--- config.mk ---
export PLATFORM = sky130hd
export DESIGN_NAME = count_call_collector
export DESIGN_NICKNAME = d
export VERILOG_FILES = /design/src/rtl/count_call_collector.sv
export SDC_FILE = /design/constraint.sdc
export NUM_CORES = 1
export LEC_CHECK = 0
export CAP_MARGIN = 20
export CORE_MARGIN = 5
export CORE_UTILIZATION = 57
export CTS_CLUSTER_DIAMETER = 80
export DETAILED_ROUTE_END_ITERATION = 16
export PLACE_DENSITY = 0.89
export SETUP_SLACK_MARGIN = 0.1
export SLEW_MARGIN = 20
export SYNTH_ARGS = -nofsm -noshare
export SYNTH_HDL_FRONTEND = slang
export SYNTH_SLANG_ARGS = --single-unit
--- constraint.sdc ---
create_clock -name clock -period 3.7 [get_ports clock]
set_input_delay 0.555 -clock clock [delete_from_list [all_inputs] [get_ports clock]]
set_output_delay 0.555 -clock clock [all_outputs]
set_load 0.005 [all_outputs]
--- src/rtl/count_call_collector.sv ---
// count_call_collector: drives N calls into the `count` HLS component for each
// host command, collects the returns into a small first-word fall-through FIFO
// and streams them downstream with res_last marking the final result.
// Optional build macro COUNT_COLLECT_ORDER_CHECK_EN adds err_order, a sticky flag
// raised when returns within one command are not strictly increasing.
module count_call_collector #(
   parameter int unsigned DATA_W          = 32,
   parameter int unsigned CNT_W           = 16,
   parameter int unsigned FIFO_DEPTH      = 4,
   parameter int unsigned MAX_OUTSTANDING = 2
) (
   input  logic              clock,
   input  logic              resetn,
   input  logic              cmd_valid,
   output logic              cmd_ready,
   input  logic [CNT_W-1:0]  cmd_num_calls,
   output logic              comp_start,
   input  logic              comp_busy,
   input  logic              comp_done,
   output logic              comp_stall,
   input  logic [DATA_W-1:0] comp_returndata,
   output logic              res_valid,
   input  logic              res_ready,
   output logic [DATA_W-1:0] res_data,
   output logic              res_last,
   output logic              idle
`ifdef COUNT_COLLECT_ORDER_CHECK_EN
   ,
   output logic              err_order
`endif
);

   localparam int unsigned OUT_W  = $clog2(MAX_OUTSTANDING + 1);
   localparam int unsigned PTR_W  = (FIFO_DEPTH > 1) ? $clog2(FIFO_DEPTH) : 1;
   localparam int unsigned FCNT_W = $clog2(FIFO_DEPTH + 1);

   typedef enum logic [1:0] {
      ST_IDLE  = 2'd0,
      ST_ISSUE = 2'd1,
      ST_DRAIN = 2'd2
   } state_t;

   typedef struct packed {
      logic              last;
      logic [DATA_W-1:0] data;
   } entry_t;

   state_t              state_q, state_d;
   logic [CNT_W-1:0]    rem_issue_q, rem_issue_d;
   logic [CNT_W-1:0]    rem_ret_q, rem_ret_d;
   logic [OUT_W-1:0]    outst_q, outst_d;
   logic [FCNT_W-1:0]   fcnt_q, fcnt_d;
   logic [PTR_W-1:0]    wr_ptr_q, wr_ptr_d;
   logic [PTR_W-1:0]    rd_ptr_q, rd_ptr_d;
   entry_t              mem [FIFO_DEPTH];
   entry_t              push_entry;
   entry_t              head_d;
   logic                cmd_acc, call_acc, ret_acc, push, pop;
   logic                start_d;

   // Handshake decodes; returns are only honoured while a call is in flight
   always_comb begin
      cmd_acc    = cmd_valid && cmd_ready;
      call_acc   = comp_start && !comp_busy;
      comp_stall = (fcnt_q == FCNT_W'(FIFO_DEPTH));
      ret_acc    = comp_done && !comp_stall && (outst_q != '0);
      push       = ret_acc;
      pop        = res_valid && res_ready;
      push_entry = '{last: (rem_ret_q == CNT_W'(1)), data: comp_returndata};
   end

   // Next-state logic for the FSM, call/return counters and FIFO bookkeeping
   always_comb begin
      state_d     = state_q;
      rem_issue_d = rem_issue_q;
      rem_ret_d   = rem_ret_q;
      outst_d     = outst_q;
      fcnt_d      = fcnt_q;
      wr_ptr_d    = wr_ptr_q;
      rd_ptr_d    = rd_ptr_q;

      case (state_q)
         ST_IDLE: begin
            if (cmd_acc) begin
               rem_issue_d = cmd_num_calls;
               rem_ret_d   = cmd_num_calls;
               if (cmd_num_calls != '0) begin
                  state_d = ST_ISSUE;
               end
            end
         end
         ST_ISSUE: begin
            if (call_acc) begin
               rem_issue_d = rem_issue_q - CNT_W'(1);
               if (rem_issue_q == CNT_W'(1)) begin
                  state_d = ST_DRAIN;
               end
            end
         end
         ST_DRAIN: begin
            if ((rem_ret_q == '0) && (fcnt_q == '0)) begin
               state_d = ST_IDLE;
            end
         end
         default: state_d = ST_IDLE;
      endcase

      if (ret_acc) begin
         rem_ret_d = rem_ret_q - CNT_W'(1);
      end

      case ({call_acc, ret_acc})
         2'b10:   outst_d = outst_q + OUT_W'(1);
         2'b01:   outst_d = outst_q - OUT_W'(1);
         default: outst_d = outst_q;
      endcase

      if (push) begin
         wr_ptr_d = wr_ptr_q + PTR_W'(1);
      end
      if (pop) begin
         rd_ptr_d = rd_ptr_q + PTR_W'(1);
      end
      case ({push, pop})
         2'b10:   fcnt_d = fcnt_q + FCNT_W'(1);
         2'b01:   fcnt_d = fcnt_q - FCNT_W'(1);
         default: fcnt_d = fcnt_q;
      endcase
   end

   // Head of the FIFO after this cycle; bypass the write when it lands at the head
   always_comb begin
      head_d = mem[rd_ptr_d];
      if (push && (rd_ptr_d == wr_ptr_q)) begin
         head_d = push_entry;
      end
   end

   // Issue only with a call credit and guaranteed FIFO room for its return
   always_comb begin
      start_d = (state_d == ST_ISSUE) &&
                (rem_issue_d != '0) &&
                (32'(outst_d) < MAX_OUTSTANDING) &&
                ((32'(outst_d) + 32'(fcnt_d)) < FIFO_DEPTH);
   end

   // State, counters and registered outputs
   always_ff @(posedge clock or negedge resetn) begin
      if (!resetn) begin
         state_q     <= ST_IDLE;
         rem_issue_q <= '0;
         rem_ret_q   <= '0;
         outst_q     <= '0;
         fcnt_q      <= '0;
         wr_ptr_q    <= '0;
         rd_ptr_q    <= '0;
         comp_start  <= 1'b0;
         cmd_ready   <= 1'b1;
         idle        <= 1'b1;
         res_valid   <= 1'b0;
         res_data    <= '0;
         res_last    <= 1'b0;
      end else begin
         state_q     <= state_d;
         rem_issue_q <= rem_issue_d;
         rem_ret_q   <= rem_ret_d;
         outst_q     <= outst_d;
         fcnt_q      <= fcnt_d;
         wr_ptr_q    <= wr_ptr_d;
         rd_ptr_q    <= rd_ptr_d;
         comp_start  <= start_d;
         cmd_ready   <= (state_d == ST_IDLE);
         idle        <= (state_d == ST_IDLE) && (fcnt_d == '0);
         res_valid   <= (fcnt_d != '0);
         res_data    <= head_d.data;
         res_last    <= head_d.last;
      end
   end

   // FIFO storage; contents are only meaningful between the pointers
   always_ff @(posedge clock) begin
      if (push) begin
         mem[wr_ptr_q] <= push_entry;
      end
   end

`ifdef COUNT_COLLECT_ORDER_CHECK_EN
   logic              have_prev_q;
   logic [DATA_W-1:0] prev_q;

   // Sticky ordering error: each return after the first of a command must exceed its predecessor
   always_ff @(posedge clock or negedge resetn) begin
      if (!resetn) begin
         err_order   <= 1'b0;
         have_prev_q <= 1'b0;
         prev_q      <= '0;
      end else begin
         if (cmd_acc) begin
            have_prev_q <= 1'b0;
         end
         if (ret_acc) begin
            if (have_prev_q && (comp_returndata <= prev_q)) begin
               err_order <= 1'b1;
            end
            prev_q      <= comp_returndata;
            have_prev_q <= 1'b1;
         end
      end
   end
`endif

endmodule

==> out/qor.csv, run 1 <==
stage,metric,value,unit
pwr,VDD IR-drop max,0.000393,V
placed_design,Detailed Place HPWL,13300,um
grt,first-pass GRT wire length,32700,um
synth,fraction of registers with async set/reset,37.7,%
grt,pin count of the biggest net entering global routing,81,
outcome,outcome,finished clean,
synth,sequential area share after synthesis,66.7,%
cells_and_area,"Design Area, Final",10800,um2
sta,setup_tns,0,ns
synth,post-synthesis mux area share,12.9,%
grt,vias in the first global route,5885,
routing,WL final,20500,um
sta,RSZ-0062 raised after global routing,no,
worst_setup_path,crit path max fanout,17,
clock_network,Longest Clk Path Bufs,3,
worst_setup_path,CP Launch Type,flip-flop,
clock_network,post-cts sizing count,0,
floorplanning,num rows,45,
clock_network,worst skew pair latency,0.50,ns
worst_setup_path,crit end category,flip-flop,
min_path,Hold Crit Class,primary input to asynchronous set/reset pin,
synth,yosys warns,0,
routing,Initial DRC Count,540,
synth,Post-Syn Nets,646,
routing,routed via count,5660,
synth,Post-Synth XOR/XNOR Area,1.16,%
floorplanning,Initial Utilization,58.4,%
sta,Slew Limit Fails,0,
synth,top-area cell type share of the netlist area,44.3,%
synth,"EDFF count, synth",132,
routing,drt first pass iters,5,
synth,main combinational cell family by area after synthesis,multiplexers,
clock_network,htree depth,1,
grt,Total Routing Usage GR,22.9,%
floorplanning,die height,135,um
clock_network,post-CTS setup buffer count,0,
grt,initial antenna violation count,0,
cells_and_area,P&R area growth vs syn,21.2,%
cells_and_area,Nets,756,
sta,Fin. Hold Viols,0,
synth,synthesis-stage register bit count,212,
synth,"area leader, netlist",edfxtp_1,
synth,post-synthesis average cell area,15.5,um2
worst_setup_path,CP required,4.10,ns
sta,Final period util,79.8,%
routing,Vias/cell,6.19,
placed_design,placed cell count,877,
synth,area of the mapped netlist,8950,um2
routing,WL per Instance,22.4,um
routing,# DRC,0,
cells_and_area,fraction of layout cells with a size suffix above 1,19.0,%
pwr,"Power, Total",8.81,mW
synth,cells after synthesis,579,
sta,max frequency,0.339,GHz
placed_design,Final GP Congestion,0.945,
worst_setup_path,WS Path Type,flip-flop to flip-flop,
clock_network,Clock transition at path regs,0.06,ns
cells_and_area,Finished Layout Cells,915,
sta,worst-margin pin slew,0.802,ns
cells_and_area,n_diodes,0,
clock_network,CTS tree,built,
sta,Fin Clk Skew,0.0149,ns
floorplanning,Core ar.,15300,um2
pwr,leakage power,3.94,nW
sta,Max-slew headroom,46.0,%
routing,DRT antenna net count,0,
worst_setup_path,Worst EP arrival,3.35,ns
floorplanning,chip width,135,um
clock_network,TritonCTS Buffers,21,
cells_and_area,Final Util,70.8,%
placed_design,Port-buffer cells,91,
synth,"top cells by area, synth","edfxtp_1, dfrtp_1, mux4_2",
synth,Synth Area in Adders,1.90,%
synth,post-synthesis compound-gate area fraction,6.19,%
clock_network,clock sink total,212,
synth,Most used DFF post-synth,edfxtp_1,
sta,final setup vio count,0,
placed_design,Area after DPL,10200,um2
pwr,PwrDens,812,nW/um2
cells_and_area,Fill cells,973,
sta,minimum clock period,2.95,ns
floorplanning,Die Area,18300,um2
synth,library cells used by synthesis,74,
clock_network,clk root buf,clkbuf_16,
grt,gr ovfl total,0,
clock_network,Post-CTS Hold Fix Bufs,0,
floorplanning,IO Pins,92,
flow_run,maxcap violations,0,
synth,simple-gate area share of the yosys netlist,9.36,%
==> synthesized netlist by cell type, types with 4 or more instances <==
cell / n
edfxtp_1: 132
dfrtp_1: 78
nand2_1: 42
mux4_2: 33
mux2_2: 30
nor2_1: 27
a21oi_1: 18
o21ai_0: 17
nand3_1: 16
nor3_1: 16
inv_1: 14
ha_1: 12
nor4_1: 11
buf_2: 10
clkbuf_1: 7
xnor2_1: 7
and2_1: 6
nand4_1: 6
or3_1: 6
o22ai_1: 5
a31oi_1: 4
mux2_1: 4
o211ai_1: 4
o22a_1: 4
==> stage by stage <==
stage	hold WS (ns)	setup slack [ns]
after detailed placement	0.496	0.491
after global placement	0.475	0.561
after CTS	0.296	0.784
after floorplan	0.259	0.711
final	0.105	0.747
after global routing	0.175	0.552
==> cell type report <==
type,count,area (um2),share of cell area [%]
timing repair buffer,107,1040,9.63
tap,211,264,2.43
inverter,15,56.3,0.519
clock buffer,27,568,5.24
sequential,212,5970,55.0
multi-input combinational,332,2860,26.4
clock inverter,11,85.1,0.784
==> power by group <==
group          total, mW  switching (mW)  internal, mW
logic               3.18            1.49          1.69
clock network       2.02           0.858          1.16
registers           3.62           0.394          3.22
==> layer usage <==
metal / up-vias / track usage, % / part of all wire (%)
met5: - / 0 / 0
met4: 0 / 6.10 / 2.3
met3: 48 / 3.42 / 6.8
met2: 273 / 39.7 / 51
met1: 2860 / 30.7 / 40
li1: 2479 / - / -
==> cells by family (layout without fill, tap and decap cells) <==
| kind of cell | count (synthesis) | in the layout |
|---|---|---|
| DFF | 212 | 212 |
| muxes | 70 | 70 |
| AOI/OAI and AO/OA | 82 | 82 |
| adders and majority gates | 13 | 13 |
| buffers and inverters | 35 | 160 |
| and+or+nand+nor | 156 | 156 |
| xor gates and xnor gates | 11 | 11 |
==> placed cells by master (no fill, tap or decap), types with 12 or more instances in the layout <==
cell | synthesis | final
a21oi_1 | 18 | 18
nand3_1 | 16 | 15
edfxtp_1 | 132 | 132
ha_1 | 12 | 12
nor3_1 | 16 | 16
mux2_2 | 30 | 30
dfrtp_1 | 78 | 78
mux4_2 | 33 | 33
nand2_1 | 42 | 42
inv_1 | 14 | 14
clkbuf_16 | 0 | 21
buf_4 | 1 | 15
o21ai_0 | 17 | 17
clkdlybuf4s50_1 | 0 | 90
nor2_1 | 27 | 27
==> worst max-delay path, cell delays in order, from the launching register on <==
cell and delay (ns):
dfrtp_1 0.45, nor3b_1 0.47, or2_2 0.22, buf_4 0.21
inv_2 0.06, ha_1 0.32, nor2_1 0.14, xor2_1 0.25
ha_1 0.28, a31oi_1 0.14, nand3_1 0.12, a41oi_1 0.21
==> flip-flops by register name, indices dropped and copies added (netlist names) <==
| signal | flops |
|---|---|
| rd_ptr_q | 2 |
| cmd_ready | 1 |
| res_data | 32 |
| wr_ptr_q | 2 |
| state_q | 2 |
| res_valid | 1 |
| comp_start | 1 |
| mem | 132 |
| fcnt_q | 3 |
| res_last | 1 |
| rem_ret_q | 16 |
| outst_q | 2 |
| rem_issue_q | 16 |
| idle | 1 |
==> path summary, 6_finish.rpt <==
| kind | cells past startpoint | from | endpoint | slack, ns |
|---|---|---|---|---|
| max in group asynchronous | 1 | resetn | rem_ret_q[12]$_DFFE_PN0P_ | 3.04 |
| min in group clock | 2 | rem_ret_q[10]$_DFFE_PN0P_ | rem_ret_q[10]$_DFFE_PN0P_ | 0.51 |
| hold / removal | 1 | resetn | res_data[16]$_DFF_PN0_ | 0.11 |
| setup / recovery | 11 | fcnt_q[0]$_DFF_PN0_ | comp_start$_DFF_PN0_ | 0.75 |
| setup reg to reg | 11 | fcnt_q[0]$_DFF_PN0_ | comp_start$_DFF_PN0_ | 0.75 |
| hold reg to reg | 2 | rem_ret_q[10]$_DFFE_PN0P_ | rem_ret_q[10]$_DFFE_PN0P_ | 0.51 |
No activity file was read; power rests on OpenSTA's default activity.
==> inputs of run 2 (changes only) <==
clock period = 2.73 ns   (was 3.7 ns; I/O delays follow)
==> run 2 against run 1 <==
  * Hold slack better by 0.32 ns
  * Critical path type unchanged
  * Highest routed layer unchanged
  * Flip-flop and latch count unchanged
  * Count of clock-buffer cells in the layout up 3
  * First-iteration DRC count fell by 13%
  * Largest power group unchanged
  * Routed wire length rose by 4.3%
==> out/qor.csv, run 2 (synthesis gave the netlist of run 1 again) <==
stage,metric,value,unit,change
pwr,Comb pwr share,37.6,%,+1.5 points
sta,Slew Limit Fails,0,,unchanged
worst_setup_path,crit path max fanout,3,,-14
routing,Vias/cell,6.14,,-0.76%
sta,worst-margin pin slew,0.750,ns,-0.0526 ns
min_path,Hold Crit Class,primary input to asynchronous set/reset pin,,
sta,Fin. Hold Viols,0,,unchanged
cells_and_area,max reg flops,132,,unchanged
cells_and_area,Fill cells,932,,-4.2%
floorplanning,Initial Utilization,58.4,%,unchanged
sta,minimum clock period,2.50,ns,-0.456 ns
worst_setup_path,Worst EP arrival,2.91,ns,-0.44 ns
cells_and_area,largest registers,"mem: 132 flops, res_data: 32 flops",,
grt,gr ovfl total,0,,unchanged
floorplanning,IO Pins,92,,unchanged
clock_network,clock sink total,212,,unchanged
sta,final setup vio count,0,,unchanged
worst_setup_path,WS Path Type,flip-flop to flip-flop,,
cells_and_area,largest register by flop count,mem,,
clock_network,htree depth,1,,unchanged
routing,WL per Instance,22.7,um,+1.3%
clock_network,worst skew pair latency,0.51,ns,about the same
routing,# DRC,0,,unchanged
grt,vias in the first global route,6118,,+4.0%
sta,WHS,0.430,ns,+0.325 ns
grt,initial antenna violation count,0,,unchanged
worst_setup_path,crit path cell chain,nor3b_2 > or2_4 > ha_4 > fa_1 > mux2_4 > ha_4 > a31oi_1 > nand3_1 > a41oi_1,,
pwr,Seq pwr share,39.1,%,-1.9 points
cells_and_area,n_diodes,0,,unchanged
cells_and_area,fraction of layout cells with a size suffix above 1,22.4,%,+3.4 points
worst_setup_path,"setup slack, reg-to-reg",0.23,ns,-0.51 ns
placed_design,Detailed Place HPWL,14100,um,+6.0%
cells_and_area,Finished Layout Cells,942,,+3.0%
sta,Fin Clk Skew,0.0115,ns,-0.00341 ns
routing,DRT antenna net count,0,,unchanged
routing,Initial DRC Count,469,,-13%
routing,drt first pass iters,5,,unchanged
worst_setup_path,Worst path top cell family by delay,adder cells,,
sta,RSZ-0062 raised after global routing,no,,
outcome,outcome,finished clean,,
worst_setup_path,"Top cell by count, worst path",ha_4,,
placed_design,Final GP Congestion,0.924,,-2.3%
cells_and_area,most frequent cells in the layout,"edfxtp_1, clkdlybuf4s50_1, dfrtp_1, nand2_1",,
placed_design,placed cell count,900,,+2.6%
floorplanning,chip width,135,um,unchanged
flow_run,maxcap violations,0,,unchanged
worst_setup_path,CP Launch Type,flip-flop,,
clock_network,TritonCTS Buffers,22,,+4.8%
sta,Max-slew headroom,49.5,%,+3.5 points
pwr,PwrDens,1120,nW/um2,+38%
pwr,Switching Share,31.3,%,+0.19 points
worst_setup_path,WP buf/inv,0,,-2
pwr,Clock Power Share,23.3,%,+0.4 points
routing,routed via count,5783,,+2.2%
floorplanning,Die Area,18300,um2,unchanged
worst_setup_path,crit end category,flip-flop,,
grt,first-pass GRT wire length,34300,um,+5.0%
grt,Total Routing Usage GR,24.2,%,+1.2 points
placed_design,Port-buffer cells,91,,unchanged
clock_network,clk root buf,clkbuf_16,,
floorplanning,die height,135,um,unchanged
sta,Final period util,91.5,%,+12 points
cells_and_area,"most common cell after layout, fill and taps aside",edfxtp_1,,
pwr,VDD IR-drop max,0.000690,V,+76%
clock_network,Longest Clk Path Bufs,3,,unchanged
pwr,Int Power,8.63,mW,+42%
clock_network,Clock transition at path regs,0.06,ns,about the same
grt,pin count of the biggest net entering global routing,42,,-48%
worst_setup_path,delay of the slowest critical-path stage,0.43,ns,-0.04 ns
cells_and_area,Nets,782,,+3.4%
cells_and_area,P&R area growth vs syn,25.5,%,
pwr,leakage power,4.11,nW,+4.5%
worst_setup_path,slowest CP cell,fa_1,,
floorplanning,Core ar.,15300,um2,unchanged
routing,WL final,21400,um,+4.3%
floorplanning,num rows,45,,unchanged
clock_network,CTS tree,built,,
sta,max frequency,0.400,GHz,+18%
pwr,Psw,3.94,mW,+44%
worst_setup_path,CP required,3.14,ns,-0.96 ns
==> run 2: power by group through the flow <==
stage	logic [mW]	registers (mW)	clock network, mW
after CTS	4.74	4.89	2.97
after global placement	4.44	4.87	0
after global routing	5.12	4.99	3.14
after floorplan	2.85	4.82	0
after detailed placement	4.67	4.94	0
final	4.73	4.91	2.93
==> run 2: final cells by class <==
type,count,area [um2],area share (%)
well taps,211,264,2.35
clock buffers,30,581,5.17
clock inverters,10,116,1.04
repair buffers,132,1320,11.7
flip-flops and latches,212,5970,53.2
inverters,15,58.8,0.524
multi-input cells,332,2920,26.0
==> run 2: path summary, 6_finish.rpt <==
path | from | to | depth (start not counted)
min in group clock | rem_ret_q[10]$_DFFE_PN0P_ | rem_ret_q[10]$_DFFE_PN0P_ | 2
hold reg to reg | rem_ret_q[10]$_DFFE_PN0P_ | rem_ret_q[10]$_DFFE_PN0P_ | 2
setup / recovery | fcnt_q[2]$_DFF_PN0_ | comp_start$_DFF_PN0_ | 9
setup reg to reg | fcnt_q[2]$_DFF_PN0_ | comp_start$_DFF_PN0_ | 9
hold / removal | resetn | res_data[18]$_DFF_PN0_ | 2
max in group asynchronous | resetn | cmd_ready$_DFF_PN1_ | 3
==> run 2: per-stage QoR <==
| step | area [um2] | TNS [ns] | worst slack, ns | util (%) | power (mW) |
|---|---|---|---|---|---|
| global route | 11200 | 0 | 0.0974 | 73.3 | 13.2 |
| finish | 11200 | 0 | 0.233 | 73.3 | 12.6 |
| CTS | 11200 | 0 | 0.179 | 73.2 | 12.6 |
| floorplan | 9030 | 0 | 0.109 | - | 7.67 |
| detailed placement | 10500 | -0.123 | -0.107 | 68.6 | 9.61 |
| global placement | 10500 | -0.0529 | -0.0529 | 68.6 | 9.31 |
==> run 2: per-layer routing <==
metal / global-route usage (%) / routed length, um
met5: 0 / 0
met4: 6.72 / 453
met3: 4.01 / 1460
met1: 33.6 / 8840
met2: 40.0 / 10700
==> run 2: repair_timing <==
item,CTS,global route
hold buffers,1,0
endpoints found under the setup margin,0,1
resized for setup,0,2
setup buffers,0,1
endpoints found under the hold margin,40,0
